## config.mk

```make
export PLATFORM = sky130hd
export DESIGN_NAME = verif_dmem_flat
export DESIGN_NICKNAME = d
export VERILOG_FILES = /design/src/rtl/verif_dmem_if.sv /design/src/rtl/verif_dmem.sv /design/src/flat_wrapper.sv
export SDC_FILE = /design/constraint.sdc
export NUM_CORES = 2
export LEC_CHECK = 0
export ABC_AREA = 0
export CORE_UTILIZATION = 49
export DETAILED_ROUTE_END_ITERATION = 8
export PLACE_DENSITY = 0.73
export SYNTH_ARGS = -nofsm -noshare
export SYNTH_HDL_FRONTEND = slang
export SYNTH_SLANG_ARGS = --single-unit
```

## constraint.sdc

```tcl
create_clock -name clk -period 15 [get_ports clk]
set_clock_uncertainty 0.2 [all_clocks]
set_input_delay 3 -clock clk [delete_from_list [all_inputs] [get_ports clk]]
set_output_delay 3 -clock clk [all_outputs]
set_load 0.05 [all_outputs]
```

## src/rtl/verif_dmem_if.sv

```systemverilog
// Core-side data-memory bus: load/store strobes, byte address, store data with
// lane enables, and the load data / stall returned by the memory.
interface verif_dmem_if;
  logic        we;
  logic        re;
  logic [31:0] a;
  logic [31:0] wd;
  logic [3:0]  byteEnable;
  logic [31:0] rd;
  logic        stall;

  modport master (output we, re, a, wd, byteEnable, input rd, stall);
  modport slave  (input we, re, a, wd, byteEnable, output rd, stall);
endinterface

```

## src/rtl/verif_dmem.sv

```systemverilog
// Verification data memory: byte-lane RAM with configurable load latency plus a
// memory-mapped test-status / cycle-counter / store-counter region.
module verif_dmem #(
  parameter int unsigned DEPTH_WORDS  = 64,
  parameter int unsigned READ_LATENCY = 0,
  parameter logic [31:0] MMIO_BASE    = 32'hFFFF_FF00,
  parameter logic [31:0] BAD_READ     = 32'hDEAD_BEEF
) (
  input  logic              clk,
  input  logic              reset,
  verif_dmem_if.slave       bus,
  output logic              done,
  output logic              pass,
  output logic              err,
  output logic [31:0]       cycleCount
);

  localparam int unsigned AW  = $clog2(DEPTH_WORDS);
  localparam logic [1:0]  LAT = READ_LATENCY[1:0];

  function automatic logic [31:0] merge_lanes(input logic [31:0] old_w,
                                              input logic [31:0] new_w,
                                              input logic [3:0]  be);
    logic [31:0] merged;
    merged = old_w;
    for (int i = 0; i < 4; i++) begin
      if (be[i]) begin
        merged[8*i +: 8] = new_w[8*i +: 8];
      end else begin
        merged[8*i +: 8] = old_w[8*i +: 8];
      end
    end
    return merged;
  endfunction

  logic [31:0]   mem_q [DEPTH_WORDS];
  logic [1:0]    rd_cnt_q, rd_cnt_d;
  logic          done_q, done_d;
  logic          pass_q, pass_d;
  logic          err_q, err_d;
  logic [31:0]   cycle_q, cycle_d;
  logic [31:0]   stores_q, stores_d;

  logic          ram_hit_s, mmio_hit_s, miss_s;
  logic [AW-1:0] ram_idx_s;
  logic          stall_s, load_done_s, store_fire_s, ram_we_s;
  logic [31:0]   reg_rd_s, rd_data_s;
  logic          unused_s;

  assign unused_s = ^bus.a[1:0];

  // Address decode, stall handshake and load data selection.
  always_comb begin
    ram_hit_s  = (bus.a[31:AW+2] == {(30-AW){1'b0}});
    mmio_hit_s = (bus.a[31:8] == MMIO_BASE[31:8]);
    miss_s     = !ram_hit_s && !mmio_hit_s;
    ram_idx_s  = bus.a[AW+1:2];

    // The count never exceeds LAT, so "count != LAT" is "count < LAT".
    stall_s      = !reset && bus.re && (rd_cnt_q != LAT);
    load_done_s  = !reset && bus.re && !stall_s;
    // A load held across stall cycles must not repeat its store.
    store_fire_s = !reset && bus.we && (!bus.re || (rd_cnt_q == 2'd0));
    ram_we_s     = store_fire_s && ram_hit_s;

    case (bus.a[7:2])
      6'd0:    reg_rd_s = {30'd0, pass_q, done_q};
      6'd1:    reg_rd_s = cycle_q;
      6'd2:    reg_rd_s = stores_q;
      default: reg_rd_s = 32'd0;
    endcase

    if (ram_hit_s) begin
      rd_data_s = mem_q[ram_idx_s];
    end else if (mmio_hit_s) begin
      rd_data_s = reg_rd_s;
    end else begin
      rd_data_s = BAD_READ;
    end

    if (load_done_s) begin
      bus.rd = rd_data_s;
    end else begin
      bus.rd = 32'd0;
    end
    bus.stall = stall_s;
  end

  // Next-state for the latency counter, status, error flag and counters.
  always_comb begin
    if (!bus.re || (rd_cnt_q == LAT)) begin
      rd_cnt_d = 2'd0;
    end else begin
      rd_cnt_d = rd_cnt_q + 2'd1;
    end

    done_d = done_q;
    pass_d = pass_q;
    if (store_fire_s && mmio_hit_s && (bus.a[7:2] == 6'd0) && !done_q) begin
      done_d = 1'b1;
      pass_d = (bus.wd == 32'd1);
    end else begin
      done_d = done_q;
    end

    err_d = err_q | (miss_s & (store_fire_s | load_done_s));

    if (store_fire_s && (stores_q != 32'hFFFF_FFFF)) begin
      stores_d = stores_q + 32'd1;
    end else begin
      stores_d = stores_q;
    end

    // Freeze on the same edge that raises done so the count reads the finish cycle.
    if (!done_d && (cycle_q != 32'hFFFF_FFFF)) begin
      cycle_d = cycle_q + 32'd1;
    end else begin
      cycle_d = cycle_q;
    end
  end

  // Control and status registers with synchronous reset.
  always_ff @(posedge clk) begin
    if (reset) begin
      rd_cnt_q <= 2'd0;
      done_q   <= 1'b0;
      pass_q   <= 1'b0;
      err_q    <= 1'b0;
      cycle_q  <= 32'd0;
      stores_q <= 32'd0;
    end else begin
      rd_cnt_q <= rd_cnt_d;
      done_q   <= done_d;
      pass_q   <= pass_d;
      err_q    <= err_d;
      cycle_q  <= cycle_d;
      stores_q <= stores_d;
    end
  end

  // RAM array: contents survive reset.
  always_ff @(posedge clk) begin
    if (ram_we_s) begin
      mem_q[ram_idx_s] <= merge_lanes(mem_q[ram_idx_s], bus.wd, bus.byteEnable);
    end
  end

  assign done       = done_q;
  assign pass       = pass_q;
  assign err        = err_q;
  assign cycleCount = cycle_q;

endmodule
```

## src/flat_wrapper.sv

```systemverilog
// flat-port wrapper written by rule: the top's interface ports become plain ports
module verif_dmem_flat 
#(
  parameter int unsigned DEPTH_WORDS  = 64,
  parameter int unsigned READ_LATENCY = 0,
  parameter logic [31:0] MMIO_BASE    = 32'hFFFF_FF00,
  parameter logic [31:0] BAD_READ     = 32'hDEAD_BEEF
)
  (clk, reset, done, pass, err, cycleCount, bus_we, bus_re, bus_a, bus_wd, bus_byteEnable, bus_rd, bus_stall);
  verif_dmem_if bus_i ();
  input  logic clk;
  input  logic reset;
  output logic done;
  output logic pass;
  output logic err;
  output logic [31:0] cycleCount;
  input wire logic [$bits(bus_i.we)-1:0] bus_we;
  input wire logic [$bits(bus_i.re)-1:0] bus_re;
  input wire logic [$bits(bus_i.a)-1:0] bus_a;
  input wire logic [$bits(bus_i.wd)-1:0] bus_wd;
  input wire logic [$bits(bus_i.byteEnable)-1:0] bus_byteEnable;
  output wire logic [$bits(bus_i.rd)-1:0] bus_rd;
  output wire logic [$bits(bus_i.stall)-1:0] bus_stall;
  assign bus_i.we = bus_we;
  assign bus_i.re = bus_re;
  assign bus_i.a = bus_a;
  assign bus_i.wd = bus_wd;
  assign bus_i.byteEnable = bus_byteEnable;
  assign bus_rd = bus_i.rd;
  assign bus_stall = bus_i.stall;
  verif_dmem #(.DEPTH_WORDS(DEPTH_WORDS), .READ_LATENCY(READ_LATENCY), .MMIO_BASE(MMIO_BASE), .BAD_READ(BAD_READ)) u_core (.clk(clk), .reset(reset), .bus(bus_i), .done(done), .pass(pass), .err(err), .cycleCount(cycleCount));
endmodule
```

==> results.txt <==
----------------------------------------------------
[Layout]
  Net count of the finished layout ... 5206
  Most frequent cells in the layout ... edfxtp_1 (2048), mux2i_1 (1010), a22oi_1 (440)
  Most common library cell in the layout ignoring fill and taps ... edfxtp_1
  Layout Cells excl Fill ... 7514
  Share of final-layout standard cells stronger than drive strength 1 ... 0.104
  Area growth from synthesis to layout ... 12.7%

[Global route]
  Largest net degree at the start of global routing ... 144
  Global routing usage summed across all routing layers ... 0.238
  Grt ovf ... 0
  Vias in the first global route ... 44400
  Antenna violations before repair ... 8
  Wire length of the first global-routing pass ... 301000 µm

[Worst hold path]
  Type of the most critical hold path ... reg2reg

[Critical path]
  Req. time, crit path ... 11.80 ns
  Largest fanout on the critical path ... 139
  Nature of the critical path startpoint ... input pin
  Nature of the critical path endpoint ... output port
  Path type of the worst setup path ... in2out
  CP peak stage delay ... 1.07 ns
  Crit path DAT ... 8.55 ns
  Critical Path, Cell by Cell ... buf_8 > buf_4 > buf_12 > mux2i_1 > a22oi_1 > nand3_1 > o21ai_0 > nor3_1 > a211oi_1 > clkdlybuf4s50_1
  Critical-path cell with the highest stage delay ... nor3_1

[Yosys]
  Syn Std Cell Area ... 84100 µm²
  Top cells by area, synth ... edfxtp_1 (73%), mux2i_1 (12%), a22oi_1 (3.9%)
  Mean instance size in the synthesized netlist ... 16.9 µm²
  Leading area contributor after synthesis ... edfxtp_1
  Fraction of the mapped netlist area in compound gates ... 0.0561
  Post-synthesis sequential area ratio ... 0.747
  Number of enable flip-flop cells after synthesis ... 2048
  Ys Warns ... 0
  Area fraction in and, or, nand and nor cells after synthesis ... 0.0433
  Synthesized netlist net count ... 5042
  Area share of fa/ha/maj cells after synthesis ... 0.000446
  Dominant combinational cell family by area after synthesis ... multiplexers
  Share of the synthesized netlist area taken by xor and xnor gates ... 0.00572
  Area share of the largest cell type after synthesis ... 0.731
  Ys async rst share ... 0
  Gate count after technology mapping ... 4967
  Most used DFF post-synth ... edfxtp_1
  Number of flip-flops and latches in the synthesized netlist ... 2117
  Post-synth cell types ... 60
  Portion of netlist area occupied by mux cells ... 0.126

[Placed design]
  Placed wire-length estimate after detailed placement ... 117000 µm
  Number of buffer cells added on primary ports ... 137
  Placer Congestion ... 0.943
  Cell total after placement ... 7155

[Clocking]
  Post_cts resized ... 0
  Number of hold buffers added after CTS ... 0
  Clock tree from TritonCTS ... done
  Max H-tree Level ... 4
  Total setup buffers inserted after CTS ... 0
  Clk root buf ... clkbuf_16
  Clock-pin slew of the registers on the worst-case setup and hold paths ... 0.07 ns
  Sinks on Clock Net ... 2117
  CTS Buf Count ... 192
  Maximum buffer depth of the clock tree ... 3
  Skew-Pair Late Insertion Delay ... 0.84 ns

[Detailed routing]
  Total DRC errors in the routed layout ... 0
  Antenna viol nets, final ... 0
  DR iter-0 viols ... 5604
  Mean routed wirelength per cell ... 28.1 µm
  DR pass1 iterations ... 6
  Total wirelength of the detailed-routed design ... 211000 µm
  Routed vias ... 46600
  Average vias per placed instance ... 6.21

[Floorplanning]
  Vertical die dimension ... 416 µm
  Core area ... 170000 µm²
  Cell Rows ... 151
  Die Span X ... 416 µm
  Overall die area ... 173000 µm²
  Effective utilization at floorplan ... 0.495
  I/O pin total ... 140

[Pwr]
  Pwr/cell area ... 129 nW/µm²
  Leak ... 32.3 nW
  VDD IR-drop max ... 102 µV

[Timing]
  Highest clock rate ... 85.1 MHz
  Max-slew violations ... 0
  Final critical-path share of the clock period ... 0.783
  Final Hold Viols ... 0
  Count of final setup violators ... 0
  Hold Slack ... 0.288 ns
  Summed negative setup slack over all endpoints ... 0 ns
  Clock period minus final worst setup slack ... 11.75 ns
  Tightest Pin Transition ... 1.25 ns
  Setup repair after global routing missed its margin ... no
  Relative slew slack ... 0.162

[Status]
  Result of the run ... completed

[Job]
  Max_cap viols ... 0

----------------------------------------------------
==> flip-flops by register name, indices dropped and copies added, names as in the netlist <==
| signal | count |
|---|---|
| u_core.err | 1 |
| u_core.done | 1 |
| u_core.cycleCount | 32 |
| u_core.rd_cnt_q | 2 |
| u_core.pass | 1 |
| u_core.mem_q | 2048 |
| u_core.stores_q | 32 |
==> area by class of cell <==
type                       instances  area, µm²
fill                           12700      75200
sequential                      2117      62900
multi-input combinational       2504      20400
clock buffer                     243       5140
tap                             2218       2780
timing repair buffer             280       2540
clock inverter                   106        910
inverter                          36        135
antenna                           10       25.0
==> per-stage QoR <==
step	power, W	util	setup WS [ns]	cell area, µm²
after CTS	0.0122	0.557	3.44	94800
after global placement	0.00754	0.522	3.52	88700
after global routing	0.0125	0.558	3.17	94800
after floorplan	0.00721	-	6.41	84100
final	0.0122	0.558	3.25	94800
after detailed placement	0.00757	0.522	3.49	88700
==> cell families (layout without fill, tap and decap cells) <==
kind of cell,count (synthesis),count (layout)
fa+ha+maj,3,3
xor+xnor,55,55
flops,2117,2117
simple gates,722,722
buf+inv,346,665
mux,1059,1059
other cells,0,10
compound gates,665,665
==> synth_stat cells (all sizes together), types with 14 or more instances <==
library cell / count
mux2i: 1042
nor4: 33
nand4: 74
inv: 36
nand2: 172
o21ai: 52
mux2: 17
nand3: 193
edfxtp: 2048
clkbuf: 94
xor2: 51
and3: 26
a22oi: 440
nor2: 115
a211oi: 42
nor3: 50
a21oi: 71
dfxtp: 69
and2: 14
o22ai: 32
a221oi: 22
buf: 216
==> worst max-delay path: cells and delay by family <==
kind	cells	cell delay, ns
buffers and inverters	4	3.02
AO/OA/AOI/OAI	3	0.60
multiplexers	1	0.27
AND/OR/NAND/NOR	2	1.21
==> per-layer routing <==
layer	up-vias	routed length, µm	GRT usage
met5	-	10	0
li1	20100	-	-
met3	395	19300	0.0418
met1	23800	85100	0.334
met2	2359	95600	0.359
met4	2	11300	0.124
==> power by group <==
group          internal (W)  switching (W)
registers           0.00663     0.00000193
logic              0.000208       0.000626
clock network       0.00265        0.00210
total               0.00948        0.00273
==> final timing paths <==
check / startpoint / to / slack, ns / depth (start not counted)
worst min-delay path: u_core.err$_SDFF_PP0_ / u_core.err$_SDFF_PP0_ / 0.29 / 2
worst max register to register: u_core.rd_cnt_q[0]$_SDFF_PP0_ / u_core.mem_q[63][0]$_DFFE_PP_ / 10.67 / 8
worst max-delay path: bus_a[2] / bus_rd[10] / 3.25 / 10
worst min register to register: u_core.err$_SDFF_PP0_ / u_core.err$_SDFF_PP0_ / 0.29 / 2
(Power assumes the default switching activity.)
